<file path="src/rtl/vcve2_vec_ex_seq.sv">
// Vector element sequencer: accepts one vector op from ID, walks the VRF word by word,
// feeds packed operands to EX and writes each result word back with tail byte-enables.
//  state   | meaning
//  IDLE    | waiting for an op from ID
//  READ    | VRF read request for the current word
//  WAIT_RD | read granted, waiting for read data
//  EXEC    | operands presented to EX, waiting for ex_valid
//  WRITE   | result write request for the current word
//  DONE    | one-cycle completion pulse
module vcve2_vec_ex_seq #(
  parameter int unsigned VLEN = 128,
  localparam int unsigned WORDS = VLEN / 32,
  localparam int unsigned WIDX = $clog2(WORDS),
  localparam int unsigned VLW = $clog2(VLEN / 8) + 1
) (
  input  logic                 clk_i,
  input  logic                 rst_ni,
  input  logic                 start_i,
  output logic                 start_ready_o,
  input  logic                 flush_i,
  input  logic [VLW-1:0]       vl_i,
  input  logic [2:0]           vsew_i,
  input  logic [4:0]           vs1_i,
  input  logic [4:0]           vs2_i,
  input  logic [4:0]           vd_i,
  output logic                 busy_o,
  output logic                 done_o,
  output logic                 err_o,
  output logic                 vrf_rd_req_o,
  input  logic                 vrf_rd_gnt_i,
  input  logic                 vrf_rd_rvalid_i,
  input  logic [31:0]          vrf_rdata_a_i,
  input  logic [31:0]          vrf_rdata_b_i,
  input  logic [31:0]          vrf_rdata_c_i,
  output logic [WIDX-1:0]      vrf_word_o,
  output logic [4:0]           vrf_rs1_o,
  output logic [4:0]           vrf_rs2_o,
  output logic [4:0]           vrf_rd_o,
  output logic                 vrf_wr_req_o,
  input  logic                 vrf_wr_gnt_i,
  output logic [31:0]          vrf_wr_data_o,
  output logic [3:0]           vrf_wr_be_o,
  output logic [31:0]          ex_operand_a_o,
  output logic [31:0]          ex_operand_b_o,
  output logic [31:0]          ex_operand_c_o,
  output logic                 ex_vec_instr_o,
  output logic [2:0]           ex_vsew_o,
  output logic                 ex_first_cycle_o,
  input  logic                 ex_valid_i,
  input  logic [31:0]          ex_result_i,
  input  logic [1:0]           imd_val_we_i,
  input  logic [1:0][33:0]     imd_val_d_i,
  output logic [1:0][33:0]     imd_val_q_o
);

  typedef enum logic [2:0] {
    S_IDLE, S_READ, S_WAIT_RD, S_EXEC, S_WRITE, S_DONE
  } state_e;

  localparam logic [VLW+1:0] MAX_BYTES = (VLW + 2)'(VLEN / 8);
  localparam logic [VLW+1:0] ONE_BYTE  = (VLW + 2)'(1);

  state_e            state_q, state_d;
  logic              accept, legal, last_word;
  logic [VLW+1:0]    bytes_raw, bytes_clip, bytes_m1;
  logic [WIDX-1:0]   last_d, last_q, word_q;
  logic [3:0]        tail_d, tail_q;
  logic [2:0]        vsew_q;
  logic [4:0]        rs1_q, rs2_q, rd_q;
  logic [31:0]       op_a_q, op_b_q, op_c_q, result_q;
  logic              first_q, err_q;
  logic [1:0][33:0]  imd_q;

  assign legal  = ~vsew_i[2] & (vsew_i[1:0] != 2'b11);
  assign accept = start_i & (state_q == S_IDLE);

  // Byte count is clipped to VLEN so an oversized vl can never walk past the register.
  assign bytes_raw  = {2'b00, vl_i} << vsew_i[1:0];
  assign bytes_clip = (bytes_raw > MAX_BYTES) ? MAX_BYTES : bytes_raw;
  assign bytes_m1   = bytes_clip - ONE_BYTE;
  assign last_d     = WIDX'(bytes_m1 >> 2);
  assign tail_d     = (bytes_clip[1:0] == 2'b00) ? 4'hF
                                                 : ((4'b0001 << bytes_clip[1:0]) - 4'b0001);
  assign last_word  = (word_q == last_q);

  always_ff @(posedge clk_i or negedge rst_ni) begin
    if (!rst_ni) state_q <= S_IDLE;
    else         state_q <= state_d;
  end

  always_comb begin
    state_d        = state_q;
    start_ready_o  = 1'b0;
    busy_o         = 1'b1;
    done_o         = 1'b0;
    vrf_rd_req_o   = 1'b0;
    vrf_wr_req_o   = 1'b0;
    vrf_wr_be_o    = 4'h0;
    ex_vec_instr_o = 1'b0;
    case (state_q)
      S_IDLE: begin
        start_ready_o = 1'b1;
        busy_o        = 1'b0;
        if (start_i) begin
          if (!legal)            state_d = S_IDLE;
          else if (vl_i == '0)   state_d = S_DONE;
          else                   state_d = S_READ;
        end
      end
      S_READ: begin
        vrf_rd_req_o = 1'b1;
        if (vrf_rd_gnt_i) state_d = S_WAIT_RD;
      end
      S_WAIT_RD: if (vrf_rd_rvalid_i) state_d = S_EXEC;
      S_EXEC: begin
        ex_vec_instr_o = 1'b1;
        if (ex_valid_i) state_d = S_WRITE;
      end
      S_WRITE: begin
        vrf_wr_req_o = 1'b1;
        vrf_wr_be_o  = last_word ? tail_q : 4'hF;
        if (vrf_wr_gnt_i) state_d = last_word ? S_DONE : S_READ;
      end
      S_DONE: begin
        done_o  = 1'b1;
        state_d = S_IDLE;
      end
      default: state_d = S_IDLE;
    endcase
    if (flush_i && (state_q != S_IDLE)) state_d = S_IDLE;
  end

  always_ff @(posedge clk_i or negedge rst_ni) begin
    if (!rst_ni) begin
      err_q    <= 1'b0;
      first_q  <= 1'b0;
      vsew_q   <= '0;
      rs1_q    <= '0;
      rs2_q    <= '0;
      rd_q     <= '0;
      last_q   <= '0;
      tail_q   <= '0;
      word_q   <= '0;
      op_a_q   <= '0;
      op_b_q   <= '0;
      op_c_q   <= '0;
      result_q <= '0;
      imd_q    <= '0;
    end else begin
      err_q   <= accept & ~legal;
      first_q <= (state_q == S_WAIT_RD) & vrf_rd_rvalid_i & ~flush_i;
      if (accept) begin
        vsew_q <= vsew_i;
        rs1_q  <= vs1_i;
        rs2_q  <= vs2_i;
        rd_q   <= vd_i;
        last_q <= last_d;
        tail_q <= tail_d;
        word_q <= '0;
        imd_q  <= '0;
      end
      if ((state_q == S_WAIT_RD) && vrf_rd_rvalid_i && !flush_i) begin
        op_a_q <= vrf_rdata_a_i;
        op_b_q <= vrf_rdata_b_i;
        op_c_q <= vrf_rdata_c_i;
      end
      if ((state_q == S_EXEC) && ex_valid_i && !flush_i) result_q <= ex_result_i;
      if ((state_q == S_WRITE) && vrf_wr_gnt_i && !flush_i && !last_word)
        word_q <= word_q + WIDX'(1);
      // EX may update either intermediate register in any state, including after accept.
      for (int i = 0; i < 2; i++) begin
        if (imd_val_we_i[i]) imd_q[i] <= imd_val_d_i[i];
      end
    end
  end

  assign err_o            = err_q;
  assign ex_first_cycle_o = (state_q == S_EXEC) & first_q;
  assign vrf_word_o       = word_q;
  assign vrf_rs1_o        = rs1_q;
  assign vrf_rs2_o        = rs2_q;
  assign vrf_rd_o         = rd_q;
  assign vrf_wr_data_o    = result_q;
  assign ex_operand_a_o   = op_a_q;
  assign ex_operand_b_o   = op_b_q;
  assign ex_operand_c_o   = op_c_q;
  assign ex_vsew_o        = vsew_q;
  assign imd_val_q_o      = imd_q;

endmodule

</file>
<file path="config.mk">
export PLATFORM = sky130hd
export DESIGN_NAME = vcve2_vec_ex_seq
export DESIGN_NICKNAME = d
export VERILOG_FILES = /design/src/rtl/vcve2_vec_ex_seq.sv
export SDC_FILE = /design/constraint.sdc
export NUM_CORES = 1
export LEC_CHECK = 0
export ABC_AREA = 1
export BUFFER_PORTS_ARGS = -buffer_cell sky130_fd_sc_hd__clkbuf_2
export CELL_PAD_IN_SITES_DETAIL_PLACEMENT = 1
export CELL_PAD_IN_SITES_GLOBAL_PLACEMENT = 1
export CORE_MARGIN = 3
export CORE_UTILIZATION = 29
export DETAILED_ROUTE_END_ITERATION = 8
export GPL_TIMING_DRIVEN = 0
export HOLD_SLACK_MARGIN = 0.02
export PLACE_DENSITY_LB_ADDON = 0.1
export SYNTH_ARGS = -nofsm -noshare
export SYNTH_HDL_FRONTEND = slang
export SYNTH_SLANG_ARGS = --single-unit
</file>
<file path="constraint.sdc">
create_clock -name clk_i -period 1.5 [get_ports clk_i]
set_clock_uncertainty 0.05 [all_clocks]
set_input_delay 0.075 -clock clk_i [delete_from_list [all_inputs] [get_ports clk_i]]
set_output_delay 0.075 -clock clk_i [all_outputs]
set_load 0.05 [all_outputs]
</file>
# == Word level (Yosys, flattened, before mapping) ==
# Cells that the tools add are included.
# W data, S select, Z words.
# totals
register_bits,227
inputBits,229
out_inout_bits,228
word_cells,86
# classes
n_addsub,3
magnitude_cmp,1
n_eq_ne,12
shift,2
muxes,25
n_bitwise,9
n_reduce_logical,18
# ops
operator,n
$mux W34,2
$mux W68,1
$mux W3,9
$mux W4,4
$pmux W3 S5,1
$ne A3 B3 Y1 const B,4
$logic_and A1 B1 Y1,8
$sub A4 B1 Y4 const B,2
$gt A7 B5 Y1 const B,1
$shl A5 B2 Y7,1
$and A1 B1 Y1,6
$eq A3 B2 Y1 const B,2
$eq A3 B3 Y1 const B,2
$mux W1,6
$reduce_bool A2 Y1,3
$logic_not A5 Y1,1
$reduce_and A5 Y1,1
$mux W2,2
$shl A1 B2 Y4 const A,1
$eq A3 B1 Y1 const B,1
$logic_not A3 Y1,1
$ne A3 B2 Y1 const B,1
$not A1 Y1,3
$reduce_bool A3 Y1,1
other kinds (5),6

# == Longest topological paths before layout ==
# Gate-level depths: netlist of run 1.
# logic_depth
ltp_word,6
depth_mapped,15

# == Least setup slack after synthesis of run 1 ==
# Ideal clock, no wire load.
# synth_timing
path_type,flip-flop to flip-flop
startpoint,reg state_q[2]
endpoint,reg state_q[0]
setup_time_ns,0.131
t_arrival_ns,2.191
t_required_ns,1.319
setup_slack_ns,-0.872
path_stages_with_launch,9
n_path_buf,0
period_less_slack_ns,2.372
cell_sequence,dfrtp_1 nor3_1 inv_1 nor2_1 nand2_1 o21ai_0 nor3_2 nand3_1 o21ai_0
# synth_between
elab_chain_cells,4
elab_cells_between_ends,15
cone_classes,eq/ne (9); mux (2); reduce/logical (4)
# synth_lines
element,line_no,rtl
start: declaration,63,"state_e state_q, state_d;"
start signal: assignment,88,else state_q <= state_d;
$reduce_bool A3 Y1,130,if (flush_i && (state_q != S_IDLE)) state_d = S_IDLE;
$logic_and A1 B1 Y1,130,
$ne A3 B3 Y1 (no source line) / $ne A3 B2 Y1 (equally long branches),--,
$reduce_and A5 Y1 (no source line),--,
# Several ways; a longest one is shown, not always the timed one.
# A chain may end at the register's enable or synchronous reset.

# == Final worst setup path of run 1 ==
# layout_timing
startpoint,reg state_q[1]
endpoint,out vrf_wr_be_o[2]
# layout_between
elab_chain_cells,2
# layout_lines
element,line_no,rtl
$eq A3 B3 Y1,100,case (state_q)
$mux W4,100,
end: declaration,42,"output logic [3:0] vrf_wr_be_o,"
# Every way passes these cells.

==> results of run 1 <==
==> power by group <==
group          total [mW]  switching (mW)  internal [mW]
clock                6.48            2.61           3.87
combinational        18.9            13.2           5.66
sequential           10.0            1.58           8.43
total                35.4            17.4           18.0
==> layout make-up <==
cell class / instances / share of cell area
clock inverters: 6 / 0.00351
plain buffers: 47 / 0.0314
flip-flops and latches: 227 / 0.325
clock buffers: 42 / 0.0465
multi-input cells: 678 / 0.218
inverters: 30 / 0.00802
repair buffers: 756 / 0.338
well taps: 390 / 0.0279
diodes: 7 / 0.00100
==> registers in the layout, indices dropped and copies added, names as in the netlist <==
register        count
err_o               1
ex_operand_a_o     32
ex_operand_b_o     32
ex_operand_c_o     32
ex_vsew_o           3
first_q             1
imd_val_q_o        68
last_q              2
state_q             3
tail_q              4
vrf_rd_o            5
vrf_rs1_o           5
vrf_rs2_o           5
vrf_word_o          2
vrf_wr_data_o      32
==> routing by layer <==
metal | wire length [um] | global-route usage | part of all wire
met1 | 15200 | 0.244 | 0.36
met2 | 21900 | 0.404 | 0.52
met3 | 2870 | 0.0606 | 0.069
met4 | 1770 | 0.0881 | 0.042
met5 | 0 | 0 | 0
==> logic make-up after synthesis <==
kind of cell,Yosys count,share of synthesized area
simple gates,618,0.275
flops,227,0.629
buf+inv,81,0.0367
mux,32,0.0399
compound gates,23,0.0139
xor+xnor,3,0.00291
fa+ha+maj,2,0.00277
==> placed cells by master, fill, tap and decap left out, types with 25 or more instances in the layout <==
master         Yosys  routed
dfrtp_1          227     225
clkbuf_2           1     440
mux2_2            32      32
nand2_1          512     438
nand3_2            0      68
nand2_2            1      56
dlygate4sd3_1      0     234
buf_8              0      25
clkbuf_16          0      57
==> stage by stage <==
stage	setup WS [ps]	util	setup TNS (ps)	hold WS (ps)
4_1_cts	-295	0.523	-34940	40.2
5_1_grt	-382	0.579	-49960	72.1
6_report	-302	0.579	-34030	15.3
2_1_floorplan	-348	-	-47630	-271
3_5_place_dp	-641	0.394	-90210	72.8
3_3_place_gp	-5290	0.392	-1168740	222
==> worst max-delay path, delay by kind of cell, from the launching register on <==
family / cells / cell delay [ps]
compound gates: 1 / 100
buf+inv: 3 / 320
flops: 1 / 440
simple gates: 2 / 290
==> timing repair <==
| item | in CTS | in global routing |
|---|---|---|
| pin swaps | 6 | 97 |
| endpoints found under the hold margin | 306 | 0 |
| endpoints found under the setup margin | 237 | 240 |
| hold buffers | 234 | 0 |
| resized for setup | 126 | 257 |
| cloned | 2 | 24 |
| buffers inserted | 19 | 25 |
==> final timing paths <==
kind	startpoint	endpoint	slack, ps	cells after the start
setup / recovery	state_q[1]	vrf_wr_be_o[2]	-300	6
hold / removal	vrf_rd_gnt_i	state_q[2]	20	7
setup reg to reg	state_q[1]	ex_operand_b_o[1]	-210	10
hold reg to reg	ex_operand_b_o[3]	ex_operand_b_o[3]	420	2
max in group asynchronous	rst_ni	ex_operand_a_o[20]	460	3
min in group asynchronous	rst_ni	vrf_wr_data_o[3]	70	2
==> run_results.csv, run 1 <==
group,metric,value,unit
run_status,status,"complete, but fails checks",
run_status,violations,"setup timing",
floorplan,row_count,63,
clocking,cts_htree_levels,1,
routing,routed-via-count,9974,
synthesis,ys_types,27,
pwr,ir_drop,0.00106,V
synthesis,synth_commonest_cells,"512 x nand2_1, 227 x dfrtp_1, 85 x nand3_1",
timing,fin_crit_sh,1.20,
floorplan,start_util,0.299,
setup_path,crit_type,"register to output pin",
pwr,leakagePower,9.29,nW
setup_path,required,1370,ps
final_layout,final_cells,2183,
global_route,grt_usage,0.222,
setup_path,crit_fanout,6,
floorplan,ioPinCount,457,
routing,first_iter_violations,335,
global_route,antenna_found_initial,7,
floorplan,die_h,182,um
pwr,design_power_total,35.4,mW
routing,ant_nets,0,
timing,rsz0062_at_grt,"yes",
routing,viasPerCell,4.57,
placement,placed_area,0.0119,sq mm
synthesis,syn_inst,986,
setup_path,slowest_delay,440,ps
timing,period_minus_slack,1800,ps
floorplan,die_area,0.0333,sq mm
clocking,clock-root-buffer,"clkbuf_16",
synthesis,syn_area,0.00903,sq mm
final_layout,area_growth,93.4,%
timing,hold_viol_final,0,
timing,setup_violations,236,
floorplan,die_w,182,um
floorplan,core_area,0.0302,sq mm
timing,slew_headroom,0.499,
synthesis,synth.most_common_cell,"nand2_1",
routing,wl_per_cell,19.2,um
clocking,worstSkewPairLatency,520,ps
synthesis,synth-async-reset-ratio,1.00,
setup_path,crit_chain,"inv_4, nand2_4, nor2_4, o21ai_2, inv_2, clkbuf_16",
routing,first_pass_iters,4,
global_route,overflow,0,
final_layout,nNetsFinal,1998,
clocking,cts.path.max_buffers,3,
clocking,cts.clk_slew.worst_paths,60,ps
synthesis,yosysTopAreaCellShare,0.629,
global_route,grt_max_degree,91,
synthesis,yosysWarningCount,0,
synthesis,synth-edff-count,0,
final_layout,fin_area,0.0175,sq mm
clocking,cts_tree,"yes",
synthesis,synthTopCellsByArea,"dfrtp_1 63%, nand2_1 21%, nand3_1 4.7%",
synthesis,syn_nets,1217,
setup_path,cp-start-kind,"register",
placement,dp_hpwl,26000,um
clocking,cts_buffers,27,
placement,gp_congestion,0.759,
final_layout,num-fill-cells,3444,
placement,io_buffer_count,452,
timing,worst_pin_slew,751,ps
synthesis,yosysTopAreaCell,"dfrtp_1",
global_route,grt_pass1_vias,10613,
final_layout,multi_input_area,0.00381,sq mm
run,cap_viol_max_count,0,
synthesis,ys_dominant_reg_cell,"dfrtp_1",
pwr,power_density,2030,mW/mm^2
synthesis,ys_seq_area_frac,0.629,
setup_path,worstPathArrival,1680,ps
routing,drc,0,
timing,finalWorstSetupSlack,-302,ps
placement,dp.cells,1830,
worst_hold_path,hold_path.class,"input port to register",
clocking,cts.sinks,227,
synthesis,avgSynthCellArea,9.16,sq um
synthesis,synth-seq-cells,227,
global_route,grt_pass1_wl,59100,um
routing,routed_wl,41800,um
timing,report.final.slew_viol_count,0,
timing,timing.fmax,0.555,GHz
setup_path,cp-end-kind,"output pin",
final_layout,seq_area,0.00568,sq mm
setup_path,crit_slowest_cell,"dfrtp_2",
final_layout,drive_above_1_share,0.454,
No activity file was read; power rests on OpenSTA's default activity.
==> inputs of run 2 (changes only) <==
TNS_END_PERCENT = 20   (was default)
==> run 2 against run 1 <==
Against the previous run: the run still ends with setup timing left; maximum frequency down 4.1%; power down 8.2%; sequential share of layout area up 4.1 points; critical path type unchanged; critical endpoint is now vrf_wr_be_o[3]; largest cell class is now flip-flops and latches.
==> run_results.csv, run 2 (same netlist as run 1, synthesis figures left out) <==
group,metric,value,unit
run_status,status,"complete, but fails checks",
run_status,violations,"setup timing",
routing,routed-via-count,9502,
timing,report.final.slew_viol_count,0,
setup_path,worstPathArrival,1750,ps
final_layout,num-fill-cells,3519,
clocking,worstSkewPairLatency,540,ps
pwr,pwr-share-comb,0.499,
floorplan,core_area,0.0302,sq mm
pwr,clockPowerShare,0.200,
pwr,power_switching,16.3,mW
pwr,power_density,2090,mW/mm^2
setup_path,crit_type,"register to output pin",
final_layout,antenna_cells,0,
timing,fin_crit_sh,1.25,
timing,hold_viol_final,0,
clocking,cts_tree,"yes",
final_layout,final_common_cell,"nand2_1",
setup_path,required,1370,ps
timing,period_minus_slack,1880,ps
setup_path,reg2reg_depth,9,
timing,timing.fmax,0.532,GHz
final_layout,nNetsFinal,1944,
final_layout,final_cell_mix,"508 x nand2_1, 443 x clkbuf_2, 231 x dlygate4sd3_1",
pwr,leakagePower,8.55,nW
global_route,grt_usage,0.224,
floorplan,die_area,0.0333,sq mm
floorplan,die_w,182,um
clocking,cts_buffers,28,
setup_path,slowest_delay,400,ps
floorplan,die_h,182,um
global_route,antenna_found_initial,0,
clocking,cts.clk_slew.worst_paths,60,ps
run,cap_viol_max_count,0,
pwr,sw_frac_of_total,0.501,
routing,routed_wl,37900,um
floorplan,ioPinCount,457,
final_layout,largest_reg_flops,68,
timing,worst_pin_slew,595,ps
global_route,grt_pass1_wl,59800,um
global_route,met1_usage,0.249,
worst_hold_path,hold_path_depth,4,
placement,gp_congestion,0.767,
floorplan,start_util,0.299,
final_layout,drive_above_1_share,0.349,
global_route,use_met3,0.0634,
final_layout,seq_area,0.00568,sq mm
timing,finalWorstSetupSlack,-380,ps
timing,slew_headroom,0.603,
clocking,clock-root-buffer,"clkbuf_16",
setup_path,reg2reg_slack,-340,ps
setup_path,cp-end-kind,"output pin",
global_route,grt_pass1_vias,10633,
clocking,cts.sinks,227,
setup_path,crit_slowest_cell,"dfrtp_1",
setup_path,crit_fanout,8,
routing,ant_nets,0,
routing,wl_per_cell,17.9,um
clocking,cts_htree_levels,1,
pwr,design_power_total,32.5,mW
final_layout,fin_util,0.514,
timing,hold-worst-slack,33.9,ps
clocking,cts.path.max_buffers,3,
global_route,grt_max_degree,102,
floorplan,row_count,63,
timing,setup_violations,232,
global_route,busiest_layer,"met2",
placement,dp_slack,-809,ps
routing,first_pass_iters,4,
timing,tns,-32320,ps
routing,drc,0,
setup_path,crit_chain,"inv_4, nand2_4, nor2_4, o21ai_2, inv_2, clkbuf_16",
timing,rsz0062_at_grt,"yes",
routing,viasPerCell,4.48,
global_route,met2_usage,0.415,
final_layout,area_growth,71.9,%
pwr,p_seq_frac,0.300,
routing,first_iter_violations,269,
placement,dp_hpwl,25700,um
pwr,ir_drop,0.000898,V
setup_path,cp-start-kind,"register",
worst_hold_path,hold_path.class,"input port to register",
final_layout,multi_input_area,0.00313,sq mm
placement,io_buffer_count,452,
global_route,overflow,0,
pwr,intPower,16.2,mW
run 2: power by group through the flow:
| stage | Clock (mW) | Combinational [mW] | Sequential (mW) |
|---|---|---|---|
| 2_1_floorplan | 0 | 3.15 | 17.4 |
| 3_3_place_gp | 0 | 15.0 | 9.66 |
| 3_5_place_dp | 0 | 15.2 | 9.76 |
| 4_1_cts | 6.70 | 16.2 | 9.69 |
| 5_1_grt | 6.93 | 17.2 | 10.1 |
| 6_report | 6.51 | 16.2 | 9.76 |
run 2: repair_timing:
item | in CTS | in global routing
buffers inserted | 9 | 2
gates resized for setup | 87 | 21
setup endpoints to repair | 236 | 238
hold buffers | 232 | 0
pin swaps | 6 | 1
endpoints found under the hold margin | 347 | 0
run 2: path summary, 6_finish.rpt:
check | startpoint | to
max | state_q[0] | vrf_wr_be_o[3]
min | imd_val_we_i[0] | imd_val_q_o[33]
max reg2reg | state_q[2] | ex_operand_a_o[0]
min reg2reg | ex_operand_b_o[13] | ex_operand_b_o[13]
max in group asynchronous | rst_ni | ex_operand_b_o[17]
min in group asynchronous | rst_ni | vrf_wr_data_o[29]
run 2: cell type report:
type,instances,area share
Sequential cell,227,0.366
Inverter,30,0.00790
Clock inverter,4,0.00129
Multi-Input combinational cell,678,0.201
Buffer,51,0.0233
Timing Repair Buffer,697,0.314
Tap cell,390,0.0314
Clock buffer,46,0.0553
run 2: stage by stage:
stage	cells	area, sq um
after CTS	2121	15500
after global routing	2123	15500
after global placement	1828	11800
after floorplan	986	9080
final	2123	15500
after detailed placement	1830	11900
run 2: metal layers:
| layer | wire, um | share of wire |
|---|---|---|
| met1 | 14300 | 0.38 |
| met4 | 1190 | 0.031 |
| met3 | 2860 | 0.075 |
| met5 | 0 | 0 |
| met2 | 19600 | 0.52 |
run 2: critical path, delay by kind of cell (launching register included):
| family | cells | cell delay, ps |
|---|---|---|
| compound gates | 1 | 110 |
| simple gates | 2 | 330 |
| buf+inv | 3 | 350 |
| flops | 1 | 400 |
==> inputs of run 3 (changes only) <==
CORE_AREA = 3 3 175 177   (was default)
CORE_MARGIN = default   (was 3)
CORE_UTILIZATION = default   (was 29)
DIE_AREA = 0 0 178 180   (was default)
clock period = 2.2 ns   (was 1.5 ns; I/O delays follow)
==> run 3 against run 2 <==
Against the previous run: the flow now finishes without violations; design area fell by 2.7%; power fell by 33%; clock-buffer cell count fell by 5; combinational power fell by 35%; clock power fell by 30%; flip-flop and latch count did not move; critical path depth rose by 3; non-clock buffer count fell by 10; die area fell by 3.8%; final cell count fell by 0.42%; largest cell class unchanged; largest power group unchanged.
==> run_results.csv, run 3 (same netlist as run 1, synthesis figures left out) <==
group,metric,value,unit
global_route,grt_pass1_wl,56400,um
floorplan,start_util,0.307,
timing,tns,0,ps
global_route,overflow,0,
pwr,ir_drop,0.000651,V
timing,timing.fmax,0.477,GHz
worst_hold_path,hold_path.class,"input port to register",
final_layout,nNetsFinal,1933,
routing,first_pass_iters,4,
setup_path,reg2reg_depth,9,
worst_hold_path,min-delay-start,"ex_valid_i",
setup_path,r2r_end,"ex_operand_b_o[4]",
final_layout,final_cell_mix,"512 x nand2_1, 451 x clkbuf_2, 229 x dlygate4sd3_1",
setup_path,required,2600,ps
global_route,met1_usage,0.244,
setup_path,path_delay_family,"buffers and inverters",
global_route,grt_max_degree,103,
timing,slew_headroom,0.615,
routing,routed-via-count,9424,
clocking,clock-root-buffer,"clkbuf_16",
timing,setup_violations,0,
global_route,grt_pass1_vias,10313,
setup_path,cp-start-kind,"register",
pwr,leakagePower,8.37,nW
timing,fin_crit_sh,0.952,
floorplan,ioPinCount,457,
global_route,busiest_layer,"met2",
routing,viasPerCell,4.46,
final_layout,largest_reg_flops,68,
pwr,design_power_total,21.7,mW
worst_hold_path,holdPathEnd,"vrf_wr_data_o[0]",
routing,routed_wl,36300,um
placement,gp_congestion,0.759,
final_layout,drive_above_1_share,0.329,
placement,dp.cells,1830,
run_status,status,"finished, final reports clean",
routing,first_iter_violations,286,
setup_path,path_buf_inv,5,
clocking,cts.sinks,227,
routing,drc,0,
setup_path,crit_top_cell,"buf_4",
clocking,cts_buffers,27,
clocking,cts_htree_levels,1,
floorplan,die_h,180,um
timing,period_minus_slack,2100,ps
setup_path,crit_slowest_cell,"dfrtp_1",
floorplan,die_w,178,um
timing,report.final.slew_viol_count,0,
global_route,grt_usage,0.221,
final_layout,final_cells,2114,
clocking,cts_tree,"yes",
clocking,worstSkewPairLatency,510,ps
timing,hold_viol_final,0,
worst_hold_path,hold_path_depth,3,
setup_path,cp-end-kind,"register",
routing,ant_nets,0,
setup_path,reg2reg_slack,100,ps
setup_path,rr_startpoint,"state_q[2]",
placement,dp_hpwl,24900,um
run,cap_viol_max_count,0,
final_layout,final_common_cell,"nand2_1",
clocking,cts.clk_slew.worst_paths,50,ps
floorplan,die_area,0.0320,sq mm
pwr,power_density,1440,mW/mm^2
setup_path,crit_chain,"inv_2, nand3_1, nor3_4, buf_4, buf_4, buf_4, clkbuf_1, nand2_1, nand2_1",
placement,dp_slack,-156,ps
setup_path,crit_fanout,10,
final_layout,fin_util,0.514,
setup_path,worstPathArrival,2490,ps
timing,rsz0062_at_grt,"yes",
setup_path,worstSetupStartpoint,"state_q[2]",
timing,finalWorstSetupSlack,105,ps
routing,wl_per_cell,17.2,um
global_route,use_met3,0.0632,
floorplan,row_count,63,
global_route,met2_usage,0.407,
clocking,cts.path.max_buffers,3,
global_route,antenna_found_initial,3,
floorplan,core_area,0.0294,sq mm
setup_path,crit_type,"register to register",
final_layout,area_growth,67.2,%
timing,worst_pin_slew,577,ps
placement,io_buffer_count,452,
setup_path,slowest_delay,450,ps
==> run 3: cell types whose count changed in the layout (fill, tap and decap cells not counted), moves of 5 or more <==
cell       change
clkbuf_2       +8
clkbuf_8       -7
clkbuf_16      -6
o21ai_0        +7
buf_6          -5
buf_2         +20
clkbuf_1       +9
inv_1          +5
buf_4         -28
==> run 3: per-stage QoR <==
stage	area, sq um	hold WS, ps
2_1_floorplan	9040	-236
3_3_place_gp	11800	257
3_5_place_dp	11900	10.6
6_report	15100	45.7
4_1_cts	15100	37.2
5_1_grt	15100	65.8
==> run 3: worst max-delay path by stage <==
stage                         end  slack, ps  cells after the start
2_1_floorplan          state_q[0]          9                     10
6_report        ex_operand_b_o[4]        100                      9
3_5_place_dp   ex_operand_b_o[19]       -160                      7
4_1_cts            vrf_wr_be_o[1]         20                      6
5_1_grt         ex_operand_b_o[1]        -70                      9
3_3_place_gp      imd_val_q_o[56]      -4100                      1
==> run 3: what timing repair did <==
action / 4_1_cts / 5_1_grt
pin swaps: 1 / 0
setup endpoints to repair: 55 / 42
resized for setup: 2 / 12
setup buffers: 4 / 0
hold endpoints to repair: 445 / 0
hold buffers: 229 / 0
==> run 3: worst register-to-register path: cells and delay by family (launching register included) <==
family                 cells  cell delay (ps)
buffers and inverters      5              920
flip-flops                 1              450
AND/OR/NAND/NOR            4              600
==> run 3: area by class of cell <==
type,count,area [sq um]
Fill cell,3467,14300
Sequential cell,227,5680
Timing Repair Buffer,687,4650
Multi-Input combinational cell,678,3030
Clock buffer,41,788
Tap cell,390,488
Buffer,51,224
Clock inverter,7,116
Inverter,30,113
Antenna cell,3,7.51
==> run 3: power by group <==
part           leakage (nW)  internal [mW]  switching, mW
combinational          5.09           2.36           8.21
sequential             2.84           5.74          0.856
clock                 0.440           2.81           1.74
==> run 3: layer usage <==
metal | vias up | routed length [um]
met5 | - | 0
met4 | 0 | 1090
met3 | 71 | 2850
met2 | 325 | 18600
met1 | 4508 | 13700
li1 | 4520 | -
